===== src/rtl/lpa_tile_accumulator.sv =====
// Accumulates LPA partial-sum tiles per lane/beat and emits the final-tile sums.
// Define LPA_ACC_SATURATE_EN to clamp results on output; default build wraps.

module lpa_tile_accumulator_lane #(
   parameter int DIN    = 16,
   parameter int ACC    = 24,
   parameter int DOUT   = 16,
   parameter int DEPTH  = 16,
   parameter int AW     = 4,
   parameter int IDW    = 1,
   parameter int DESTW  = 1,
   parameter int USERW  = 1
) (
   input  logic             clk,
   input  logic             rst,
   input  logic             wr_en,
   input  logic             use_acc,
   input  logic             ld_out,
   input  logic [AW-1:0]    addr,
   input  logic [DIN-1:0]   din,
   input  logic             tlast_in,
   input  logic [IDW-1:0]   tid_in,
   input  logic [DESTW-1:0] tdest_in,
   input  logic [USERW-1:0] tuser_in,
   output logic [DOUT-1:0]  dout,
   output logic             tlast_out,
   output logic [IDW-1:0]   tid_out,
   output logic [DESTW-1:0] tdest_out,
   output logic [USERW-1:0] tuser_out
);
   logic [ACC-1:0]   mem [DEPTH];
   logic [ACC-1:0]   sum;
   logic [DOUT-1:0]  res;
   logic [DOUT-1:0]  dout_q, dout_d;
   logic             tlast_q, tlast_d;
   logic [IDW-1:0]   tid_q, tid_d;
   logic [DESTW-1:0] tdest_q, tdest_d;
   logic [USERW-1:0] tuser_q, tuser_d;

   // Combinational read: a write on one edge is already visible to the next
   // beat at the same address, so back-to-back L=1 tiles need no forwarding.
   always_comb sum = (use_acc ? mem[addr] : '0) + ACC'($signed(din));

   always_ff @(posedge clk) begin
      if (wr_en) mem[addr] <= sum;
   end

`ifdef LPA_ACC_SATURATE_EN
   logic [ACC-DOUT:0] hi;
   always_comb begin
      hi = sum[ACC-1:DOUT-1];
      if ((&hi) || !(|hi)) res = sum[DOUT-1:0];
      else if (sum[ACC-1]) res = {1'b1, {(DOUT-1){1'b0}}};
      else                 res = {1'b0, {(DOUT-1){1'b1}}};
   end
`else
   always_comb res = sum[DOUT-1:0];
`endif

   always_comb begin
      dout_d  = dout_q;
      tlast_d = tlast_q;
      tid_d   = tid_q;
      tdest_d = tdest_q;
      tuser_d = tuser_q;
      if (ld_out) begin
         dout_d  = res;
         tlast_d = tlast_in;
         tid_d   = tid_in;
         tdest_d = tdest_in;
         tuser_d = tuser_in;
      end
   end

   always_ff @(posedge clk or posedge rst) begin
      if (rst) begin
         dout_q  <= '0;
         tlast_q <= 1'b0;
         tid_q   <= '0;
         tdest_q <= '0;
         tuser_q <= '0;
      end else begin
         dout_q  <= dout_d;
         tlast_q <= tlast_d;
         tid_q   <= tid_d;
         tdest_q <= tdest_d;
         tuser_q <= tuser_d;
      end
   end

   assign dout      = dout_q;
   assign tlast_out = tlast_q;
   assign tid_out   = tid_q;
   assign tdest_out = tdest_q;
   assign tuser_out = tuser_q;
endmodule

module lpa_tile_accumulator #(
   parameter int LANES          = 1,
   parameter int DATA_WIDTH_IN  = 16,
   parameter int ACC_WIDTH      = 24,
   parameter int DATA_WIDTH_OUT = 16,
   parameter int DEPTH          = 16,
   parameter int TILE_WIDTH     = 8,
   parameter int ID_WIDTH       = 1,
   parameter int DEST_WIDTH     = 1,
   parameter int USER_WIDTH     = 1
) (
   input  logic                              clk,
   input  logic                              rst,
   input  logic [TILE_WIDTH-1:0]             cfg_tiles,
   input  logic [LANES*DATA_WIDTH_IN-1:0]    s_axis_p_tdata,
   input  logic [LANES-1:0]                  s_axis_p_tvalid,
   output logic [LANES-1:0]                  s_axis_p_tready,
   input  logic [LANES-1:0]                  s_axis_p_tlast,
   input  logic [LANES*ID_WIDTH-1:0]         s_axis_p_tid,
   input  logic [LANES*DEST_WIDTH-1:0]       s_axis_p_tdest,
   input  logic [LANES*USER_WIDTH-1:0]       s_axis_p_tuser,
   output logic [LANES*DATA_WIDTH_OUT-1:0]   m_axis_r_tdata,
   output logic [LANES-1:0]                  m_axis_r_tvalid,
   input  logic [LANES-1:0]                  m_axis_r_tready,
   output logic [LANES-1:0]                  m_axis_r_tlast,
   output logic [LANES*ID_WIDTH-1:0]         m_axis_r_tid,
   output logic [LANES*DEST_WIDTH-1:0]       m_axis_r_tdest,
   output logic [LANES*USER_WIDTH-1:0]       m_axis_r_tuser,
   output logic                              busy,
   output logic                              err_unaligned_data
);
   localparam int BC_W = (DEPTH > 1) ? $clog2(DEPTH) : 1;
   localparam logic [BC_W-1:0] BC_MAX = BC_W'(DEPTH - 1);

   typedef enum logic [1:0] {ST_FIRST, ST_MID, ST_LAST} state_t;

   state_t                state_q, state_d;
   logic [BC_W-1:0]       bc_q, bc_d;
   logic [BC_W-1:0]       len_q, len_d;
   logic [TILE_WIDTH-1:0] tc_q, tc_d;
   logic [TILE_WIDTH-1:0] tiles_q, tiles_d;
   logic                  out_vld_q, out_vld_d;
   logic                  err_q, err_d;

   logic [TILE_WIDTH-1:0] cfg_norm, eff_tiles;
   logic group_start, final_tile, out_free, in_ready, in_acc, out_acc, tlast0;

   always_comb begin
      cfg_norm    = (cfg_tiles == '0) ? TILE_WIDTH'(1) : cfg_tiles;
      group_start = (state_q == ST_FIRST) && (bc_q == '0);
      eff_tiles   = group_start ? cfg_norm : tiles_q;
      // A one-tile group is its own final tile, so FIRST then acts like LAST.
      final_tile  = (state_q == ST_LAST) ||
                    ((state_q == ST_FIRST) && (eff_tiles == TILE_WIDTH'(1)));
      out_free    = !out_vld_q || (&m_axis_r_tready);
      in_ready    = !rst && (!final_tile || out_free);
      in_acc      = (&s_axis_p_tvalid) && in_ready;
      out_acc     = out_vld_q && (&m_axis_r_tready);
      tlast0      = s_axis_p_tlast[0];
   end

   always_comb begin
      state_d   = state_q;
      bc_d      = bc_q;
      len_d     = len_q;
      tc_d      = tc_q;
      tiles_d   = tiles_q;
      err_d     = err_q;
      out_vld_d = out_vld_q;
      if (out_acc) out_vld_d = 1'b0;
      if (in_acc) begin
         if (final_tile) out_vld_d = 1'b1;
         if (group_start) tiles_d = cfg_norm;
         if (s_axis_p_tlast != {LANES{tlast0}}) err_d = 1'b1;
         if (tlast0) begin
            bc_d = '0;
            if (tc_q == '0) len_d = bc_q;
            else if (bc_q != len_q) err_d = 1'b1;
            case (state_q)
               ST_FIRST: begin
                  if (eff_tiles == TILE_WIDTH'(1)) begin
                     tc_d = '0;
                  end else begin
                     tc_d    = TILE_WIDTH'(1);
                     state_d = (eff_tiles == TILE_WIDTH'(2)) ? ST_LAST : ST_MID;
                  end
               end
               ST_MID: begin
                  tc_d = tc_q + TILE_WIDTH'(1);
                  if (tc_q == tiles_q - TILE_WIDTH'(2)) state_d = ST_LAST;
               end
               default: begin
                  tc_d    = '0;
                  state_d = ST_FIRST;
               end
            endcase
         end else if (bc_q == BC_MAX) begin
            err_d = 1'b1;
         end else begin
            bc_d = bc_q + BC_W'(1);
         end
      end
   end

   always_ff @(posedge clk or posedge rst) begin
      if (rst) begin
         state_q   <= ST_FIRST;
         bc_q      <= '0;
         len_q     <= '0;
         tc_q      <= '0;
         tiles_q   <= TILE_WIDTH'(1);
         out_vld_q <= 1'b0;
         err_q     <= 1'b0;
      end else begin
         state_q   <= state_d;
         bc_q      <= bc_d;
         len_q     <= len_d;
         tc_q      <= tc_d;
         tiles_q   <= tiles_d;
         out_vld_q <= out_vld_d;
         err_q     <= err_d;
      end
   end

   genvar l;
   generate
      for (l = 0; l < LANES; l++) begin : g_lane
         lpa_tile_accumulator_lane #(
            .DIN(DATA_WIDTH_IN), .ACC(ACC_WIDTH), .DOUT(DATA_WIDTH_OUT),
            .DEPTH(DEPTH), .AW(BC_W), .IDW(ID_WIDTH), .DESTW(DEST_WIDTH),
            .USERW(USER_WIDTH)
         ) u_lane (
            .clk       (clk),
            .rst       (rst),
            .wr_en     (in_acc && !final_tile),
            .use_acc   (state_q != ST_FIRST),
            .ld_out    (in_acc && final_tile),
            .addr      (bc_q),
            .din       (s_axis_p_tdata[l*DATA_WIDTH_IN +: DATA_WIDTH_IN]),
            .tlast_in  (s_axis_p_tlast[l]),
            .tid_in    (s_axis_p_tid[l*ID_WIDTH +: ID_WIDTH]),
            .tdest_in  (s_axis_p_tdest[l*DEST_WIDTH +: DEST_WIDTH]),
            .tuser_in  (s_axis_p_tuser[l*USER_WIDTH +: USER_WIDTH]),
            .dout      (m_axis_r_tdata[l*DATA_WIDTH_OUT +: DATA_WIDTH_OUT]),
            .tlast_out (m_axis_r_tlast[l]),
            .tid_out   (m_axis_r_tid[l*ID_WIDTH +: ID_WIDTH]),
            .tdest_out (m_axis_r_tdest[l*DEST_WIDTH +: DEST_WIDTH]),
            .tuser_out (m_axis_r_tuser[l*USER_WIDTH +: USER_WIDTH])
         );
      end
   endgenerate

   assign s_axis_p_tready    = {LANES{in_ready}};
   assign m_axis_r_tvalid    = {LANES{out_vld_q}};
   assign busy               = (state_q != ST_FIRST) || (bc_q != '0);
   assign err_unaligned_data = err_q;
endmodule


===== config.mk =====
export PLATFORM = sky130hd
export DESIGN_NAME = lpa_tile_accumulator
export DESIGN_NICKNAME = d
export VERILOG_FILES = /design/src/rtl/lpa_tile_accumulator.sv
export SDC_FILE = /design/constraint.sdc
export NUM_CORES = 1
export LEC_CHECK = 0
export CORE_ASPECT_RATIO = 0.5
export CORE_MARGIN = 2
export CORE_UTILIZATION = 30
export CTS_BUF_LIST = sky130_fd_sc_hd__clkbuf_8
export DETAILED_ROUTE_END_ITERATION = 12
export HOLD_SLACK_MARGIN = 0.02
export RECOVER_POWER = 25
export SKIP_LAST_GASP = 1
export SYNTH_ARGS = -nofsm -noshare
export SYNTH_HDL_FRONTEND = slang
export SYNTH_HIERARCHICAL = 1
export SYNTH_SLANG_ARGS = --single-unit
export TNS_END_PERCENT = 1

===== constraint.sdc =====
create_clock -name clk -period 5.9 [get_ports clk]
set_input_delay 1.18 -clock clk [delete_from_list [all_inputs] [get_ports clk]]
set_output_delay 1.18 -clock clk [all_outputs]
set_load 0.02 [all_outputs]

==> results of run 1 <==
## cells in the final DEF (no fill, tap or decap), types with 19 or more instances in the layout
master / instances
nor2_1: 25
mux2_2: 22
mux4_2: 76
buf_4: 26
o21ai_0: 19
edfxtp_1: 256
inv_1: 35
clkbuf_8: 51
clkdlybuf4s50_1: 31
dfrtp_1: 46
ha_1: 20
dlygate4sd3_1: 24
## Yosys cell counts (6+ instances only)
master    instances  area (sq um)
edfxtp_1        256          7690
mux4_2           76          1710
dfrtp_1          47          1180
nor2_1           33           124
mux2_2           22           248
ha_1             20           250
and2_1           17           106
nand2_1          17          63.8
xnor2_1          17           149
inv_1            15          56.3
o21ai_0          14          70.1
a21oi_1          11          55.1
clkbuf_1         11          41.3
nand3_1          11          55.1
nor3_1           10          50.1
xor2_1           10          87.6
mux2_4            9           135
nor2b_1           9          56.3
o21ai_1           9          45.0
nand2b_1          8          50.1
buf_1             7          26.3
a21o_1            6          45.0
## flip-flops by register name (all words and copies together) (netlist names)
| name | count |
|---|---|
| tc_q | 8 |
| len_q | 4 |
| g_lane.u_lane/tdest_out | 1 |
| g_lane.u_lane/dout | 16 |
| g_lane.u_lane/tid_out | 1 |
| err_unaligned_data | 1 |
| bc_q | 4 |
| state_q | 2 |
| g_lane.u_lane/tuser_out | 1 |
| g_lane.u_lane/tlast_out | 1 |
| g_lane.u_lane/mem | 256 |
| tiles_q | 8 |
| m_axis_r_tvalid | 1 |
## final cells by class
cell class / instances / area (sq um) / share of cell area [%]
Timing Repair Buffer: 89 / 808 / 5.25
Clock buffer: 51 / 702 / 4.56
Multi-Input combinational cell: 376 / 3970 / 25.8
Clock inverter: 37 / 241 / 1.57
Inverter: 15 / 56.3 / 0.365
Sequential cell: 304 / 8890 / 57.7
Tap cell: 588 / 736 / 4.78
## power by group
| group | leakage [nW] | internal [mW] | switching [mW] | total (mW) |
|---|---|---|---|---|
| combinational | 1.78 | 1.39 | 2.13 | 3.52 |
| sequential | 2.92 | 3.82 | 0.271 | 4.09 |
| clock | 0.558 | 0.936 | 0.823 | 1.76 |
| total | 5.25 | 6.15 | 3.22 | 9.37 |
## worst max-delay path by stage
| stage | endpoint | from | depth (start not counted) |
|---|---|---|---|
| final | s_axis_p_tready | bc_q[1]$_DFFE_PP0P_ | 8 |
| after global routing | g_lane[0].u_lane/dout[8]$_DFFE_PP0P_ | bc_q[1]$_DFFE_PP0P_ | 13 |
| after CTS | g_lane[0].u_lane/mem[14][15]$_DFFE_PP_ | bc_q[0]$_DFFE_PP0P_ | 11 |
| after global placement | g_lane[0].u_lane/mem[1][15]$_DFFE_PP_ | bc_q[0]$_DFFE_PP0P_ | 11 |
| after floorplan | g_lane[0].u_lane/mem[0][14]$_DFFE_PP_ | bc_q[0]$_DFFE_PP0P_ | 14 |
| after detailed placement | g_lane[0].u_lane/mem[14][15]$_DFFE_PP_ | bc_q[0]$_DFFE_PP0P_ | 11 |
## per-layer routing
metal	global-route usage [%]	vias to the layer above	part of all wire, %
met4	4.55	0	2.6
met2	23.0	170	50
met1	16.9	3672	43
met5	0	-	0
met3	2.22	55	4.3
li1	-	3131	-
## cell families after synthesis
group	after synthesis	share of synthesized area (%)
AO/OA/AOI/OAI	74	3.94
AND/OR/NAND/NOR	139	5.95
adder cells (fa/ha/maj)	21	2.07
XOR/XNOR	27	1.81
multiplexers	115	16.7
flip-flops	304	68.0
buffers and inverters	44	1.63
## metrics by stage
stage / instances / instance area, sq um / utilization, % / setup WS (ns) / hold slack (ns)
after floorplan: 724 / 13100 / - / 1.06 / 0.468
after global placement: 1372 / 14600 / 33.6 / 0.952 / 0.451
after CTS: 1460 / 15500 / 35.8 / 0.863 / 0.475
after detailed placement: 1372 / 14600 / 33.6 / 0.922 / 0.456
final: 1460 / 15400 / 35.6 / 0.619 / 0.470
after global routing: 1460 / 15400 / 35.6 / 0.312 / 0.486
==> impl_metrics.csv, run 1 <==
group,metric,value,unit
finish,area_delta_synth_final,17.8,%
pwr,vdd_drop_max,0.295,mV
critical_path,critPathLaunchType,"register",
timing,maxSlewHeadroom,-10.3,%
synthesis,synth-seq-cells,304,
timing,worst_pin_slew,1.65,ns
die,rows,54,
die,core,0.0433,sq mm
finish,fillers,4024,
placed_design,portBuffers,55,
critical_path,cp_max_fo,31,
critical_path,worstRegToRegCells,13,
detailed_routing,drt.antenna.violating_nets,0,
grt,grt_max_degree,43,
critical_path,crit_path_end_kind,"primary output",
synthesis,ys_warn_count,6,
critical_path,critPathArrivalTime,4.10,ns
die,start_util,30.2,%
cts,postCtsSetupBuffers,0,
critical_path,cp_top_family,"flip-flops",
hold_path,min_to,"err_unaligned_data$_DFFE_PP0P_",
cts,cts_tree,"done",
synthesis,syn_area,0.0131,sq mm
finish,antennaDiodeCount,0,
synthesis,ys_async_sr_fraction,15.8,%
detailed_routing,dr.pass1.iters,5,
detailed_routing,wire_per_inst,20.5,microns
cts,clk_path_buf_depth,3,
critical_path,rrSetupSlack,0.64,ns
die,dieArea,0.0454,sq mm
timing,finalCritPeriodShare,89.5,%
status,status,"finished with violations",
cts,hold_buffers,0,
critical_path,cp_slowest_cell,"dfrtp_1",
grt,track_usage,13.2,%
hold_path,holdCritPathClass,"reg2reg",
detailed_routing,drc,0,
timing,fmax,189,MHz
cts,clk_pin_slew,0.07,ns
grt,grt_overflow,0,
timing,rsz0062_at_grt,"no",
timing,tns,0,ns
pwr,p_per_area,608,mW/mm^2
detailed_routing,finalWirelength,29900,microns
finish,nets,886,
critical_path,crit_top_cell,"nor2_1",
hold_path,min_path_cells,1,
timing,layout_min_cycle_time,5.28,ns
placed_design,dpl.hpwl,18200,microns
synthesis,syn_avg_cell_area,18.1,sq um
synthesis,ys_types,69,
finish,drive_gt1_share,24.5,%
grt,antenna_found_initial,0,
detailed_routing,drt-initial-drc-count,519,
grt,grt_first_pass_wirelength,44900,microns
pwr,leakage,5.25,nW
critical_path,rr_startpoint,"bc_q[1]$_DFFE_PP0P_",
timing,maxSlewViolCount,84,
cts,cts-root-buf,"clkbuf_8",
critical_path,path_cells,"inv_1 > ha_1 > nand2_1 > mux2_1 > o21bai_1 > nor2_1 > nor2_1 > clkdlybuf4s50_1",
cts,ctsHtreeMaxLevel,2,
timing,finalHoldViolations,0,
synthesis,synth_edf_count,256,
cts,clk_latency,0.59,ns
timing,skew,0.0246,ns
critical_path,crit_type,"reg2out",
die,num_io_pins,56,
run,cap_violations,3,
hold_path,min_from,"err_unaligned_data$_DFFE_PP0P_",
critical_path,critPathMaxStageDelay,1.36,ns
critical_path,critical_path_required,4.72,ns
synthesis,netlist_instances,724,
cts,cts_buffers,47,
detailed_routing,routed-via-count,7028,
detailed_routing,routed_via_density,4.81,
grt,grt_pass1_vias,7296,
synthesis,seq_area_frac_synth,68.0,%
critical_path,cp_num_buf_inv,2,
synthesis,syn_nets,777,
die,die_w,299,microns
pwr,p_total,9.37,mW
die,die_h,152,microns
critical_path,reg2reg_to,"g_lane[0].u_lane/dout[8]$_DFFE_PP0P_",
status,violations,"max-capacitance violations, max-slew violations",
cts,clock_sinks,304,
placed_design,finalWeightedCongestion,0.800,
cts,cts.repair.resized,0,
timing,finalSetupViolCount,0,
synthesis,synth_ff_type,"edfxtp_1",
No activity file was read; power rests on OpenSTA's default activity.
==> run 2, diff against run 1 <==
--- a/config.mk
+++ b/config.mk
@@ -11,6 +11,7 @@
 export CTS_BUF_LIST = sky130_fd_sc_hd__clkbuf_8
 export DETAILED_ROUTE_END_ITERATION = 12
 export HOLD_SLACK_MARGIN = 0.02
+export MAX_ROUTING_LAYER = met4
 export RECOVER_POWER = 25
 export SKIP_LAST_GASP = 1
 export SYNTH_ARGS = -nofsm -noshare
==> impl_metrics.csv, run 2 (synthesized netlist as in run 1, its figures left out) <==
group,metric,value,unit
status,status,"finished with violations",
status,violations,"max-capacitance violations, max-slew violations",
hold_path,holdCritPathClass,"reg2reg",
detailed_routing,routed_via_density,4.85,
finish,nets,886,
cts,cts_tree,"done",
cts,clock_sinks,304,
pwr,vdd_drop_max,0.296,mV
finish,top_register,"g_lane.u_lane/mem",
pwr,p_total,9.37,mW
detailed_routing,wire_per_inst,20.5,microns
grt,grt_max_degree,43,
die,num_io_pins,56,
hold_path,min_from,"err_unaligned_data$_DFFE_PP0P_",
grt,track_usage,13.6,%
timing,rsz0062_at_grt,"no",
pwr,p_sw_share,34.3,%
critical_path,critPathArrivalTime,5.81,ns
timing,finalSetupViolCount,0,
pwr,p_int,6.15,mW
placed_design,portBuffers,55,
timing,maxSlewHeadroom,-10.2,%
grt,grt_pass1_vias,7295,
critical_path,crit_top_cell,"mux4_2",
timing,worst_pin_slew,1.65,ns
cts,ctsHtreeMaxLevel,2,
critical_path,rrSetupSlack,0.62,ns
critical_path,critPathLaunchType,"register",
pwr,pwr-share-clk,18.8,%
finish,largest_register_ffs,256,
grt,met3_usage,2.22,%
die,rows,54,
grt,grt_overflow,0,
die,core,0.0433,sq mm
timing,maxSlewViolCount,84,
grt,grt_use_met1,17.0,%
placed_design,dpl.hpwl,18200,microns
critical_path,startpoint,"bc_q[1]$_DFFE_PP0P_",
finish,final_cell_mix,"256 x edfxtp_1, 76 x mux4_2, 51 x clkbuf_8, 46 x dfrtp_1, 35 x inv_1",
detailed_routing,drc,0,
detailed_routing,finalWirelength,30000,microns
die,die_h,152,microns
detailed_routing,dr.pass1.iters,5,
critical_path,cp_slowest_cell,"dfrtp_1",
finish,area_delta_synth_final,17.8,%
critical_path,cp_max_fo,34,
cts,cts-root-buf,"clkbuf_8",
pwr,p_seq_share,43.7,%
finish,multi_input_area,0.00397,sq mm
detailed_routing,drt-initial-drc-count,534,
placed_design,dpl_cell_area,0.0146,sq mm
grt,antenna_found_initial,0,
timing,tns,0,ns
cts,postCtsSetupBuffers,0,
critical_path,crit_type,"reg2reg",
pwr,p_per_area,608,mW/mm^2
pwr,p_comb_share,37.5,%
grt,grtUsageMet2,23.0,%
finish,drive_gt1_share,24.5,%
timing,layout_min_cycle_time,5.28,ns
timing,holdWs,0.474,ns
critical_path,critPathMaxStageDelay,1.36,ns
cts,cts_buffers,47,
finish,fillers,4024,
finish,final_common_cell,"edfxtp_1",
critical_path,critical_path_required,6.42,ns
timing,fmax,189,MHz
timing,skew,0.0265,ns
finish,seq_area,0.00889,sq mm
die,start_util,30.2,%
timing,finalHoldViolations,0,
cts,clk_path_buf_depth,3,
critical_path,crit_path_end_kind,"register",
cts,clk_pin_slew,0.07,ns
detailed_routing,drt.antenna.violating_nets,0,
cts,hold_buffers,0,
finish,antennaDiodeCount,0,
finish,design_area,0.0154,sq mm
pwr,leakage,5.25,nW
grt,grt_first_pass_wirelength,44900,microns
placed_design,finalWeightedCongestion,0.811,
critical_path,path_cells,"buf_12 > mux4_2 > mux4_2 > and2_0 > ha_1 > inv_1 > fa_1 > nor2b_1 > o21a_1 > o21ai_1 > a21oi_1 > xor2_1 > mux2_2",
detailed_routing,routed-via-count,7085,
pwr,power.net_switching,3.22,mW
run,cap_violations,3,
die,die_w,299,microns
cts,clk_latency,0.59,ns
die,dieArea,0.0454,sq mm
cts,cts.repair.resized,0,
grt,grt-busiest-layer,"met2",
timing,finalCritPeriodShare,89.6,%
critical_path,rr_startpoint,"bc_q[1]$_DFFE_PP0P_",
run 2: cell counts in the layout (fill, tap and decap cells not counted):
No cell type changed its count.
run 2: cell type report:
class | count | share of cell area [%]
clock buffers | 51 | 4.56
clock inverters | 37 | 1.57
inverters | 15 | 0.365
multi-input cells | 376 | 25.8
flip-flops and latches | 304 | 57.7
well taps | 588 | 4.78
repair buffers | 89 | 5.25
run 2: worst max-delay path: cells and delay by family, from the launching register on:
kind / cells / cell delay, ns
mux: 3 / 1.12
flops: 1 / 1.36
compound gates: 3 / 0.76
simple gates: 2 / 0.24
buf+inv: 2 / 0.41
fa+ha+maj: 2 / 0.41
xor+xnor: 1 / 0.92
run 2: per-layer routing:
layer | wire length, microns | share of wire, %
met4 | 729 | 2.4
met2 | 14900 | 50
met1 | 13100 | 44
met5 | 0 | 0
met3 | 1270 | 4.2
run 2: worst paths after layout:
path / endpoint / depth (start not counted)
max reg2reg: g_lane[0].u_lane/dout[8]$_DFFE_PP0P_ / 13
min: err_unaligned_data$_DFFE_PP0P_ / 1
min in group asynchronous: g_lane[0].u_lane/dout[1]$_DFFE_PP0P_ / 2
max: g_lane[0].u_lane/dout[8]$_DFFE_PP0P_ / 13
max in group asynchronous: bc_q[0]$_DFFE_PP0P_ / 3
min reg2reg: err_unaligned_data$_DFFE_PP0P_ / 1
run 2: stage by stage:
step                utilization, %  std cells  setup slack, ns
floorplan                        -        724             1.06
global placement              33.6       1372            0.952
detailed placement            33.6       1372            0.922
CTS                           35.8       1460            0.863
global route                  35.6       1460            0.314
finish                        35.6       1460            0.616
run 2: power groups by stage:
stage,registers (mW),clock network [mW],logic (mW)
floorplan,4.05,0,2.45
detailed placement,4.15,0,3.59
CTS,4.11,1.81,3.60
finish,4.09,1.76,3.52
global placement,4.13,0,3.47
global route,4.14,1.90,3.90
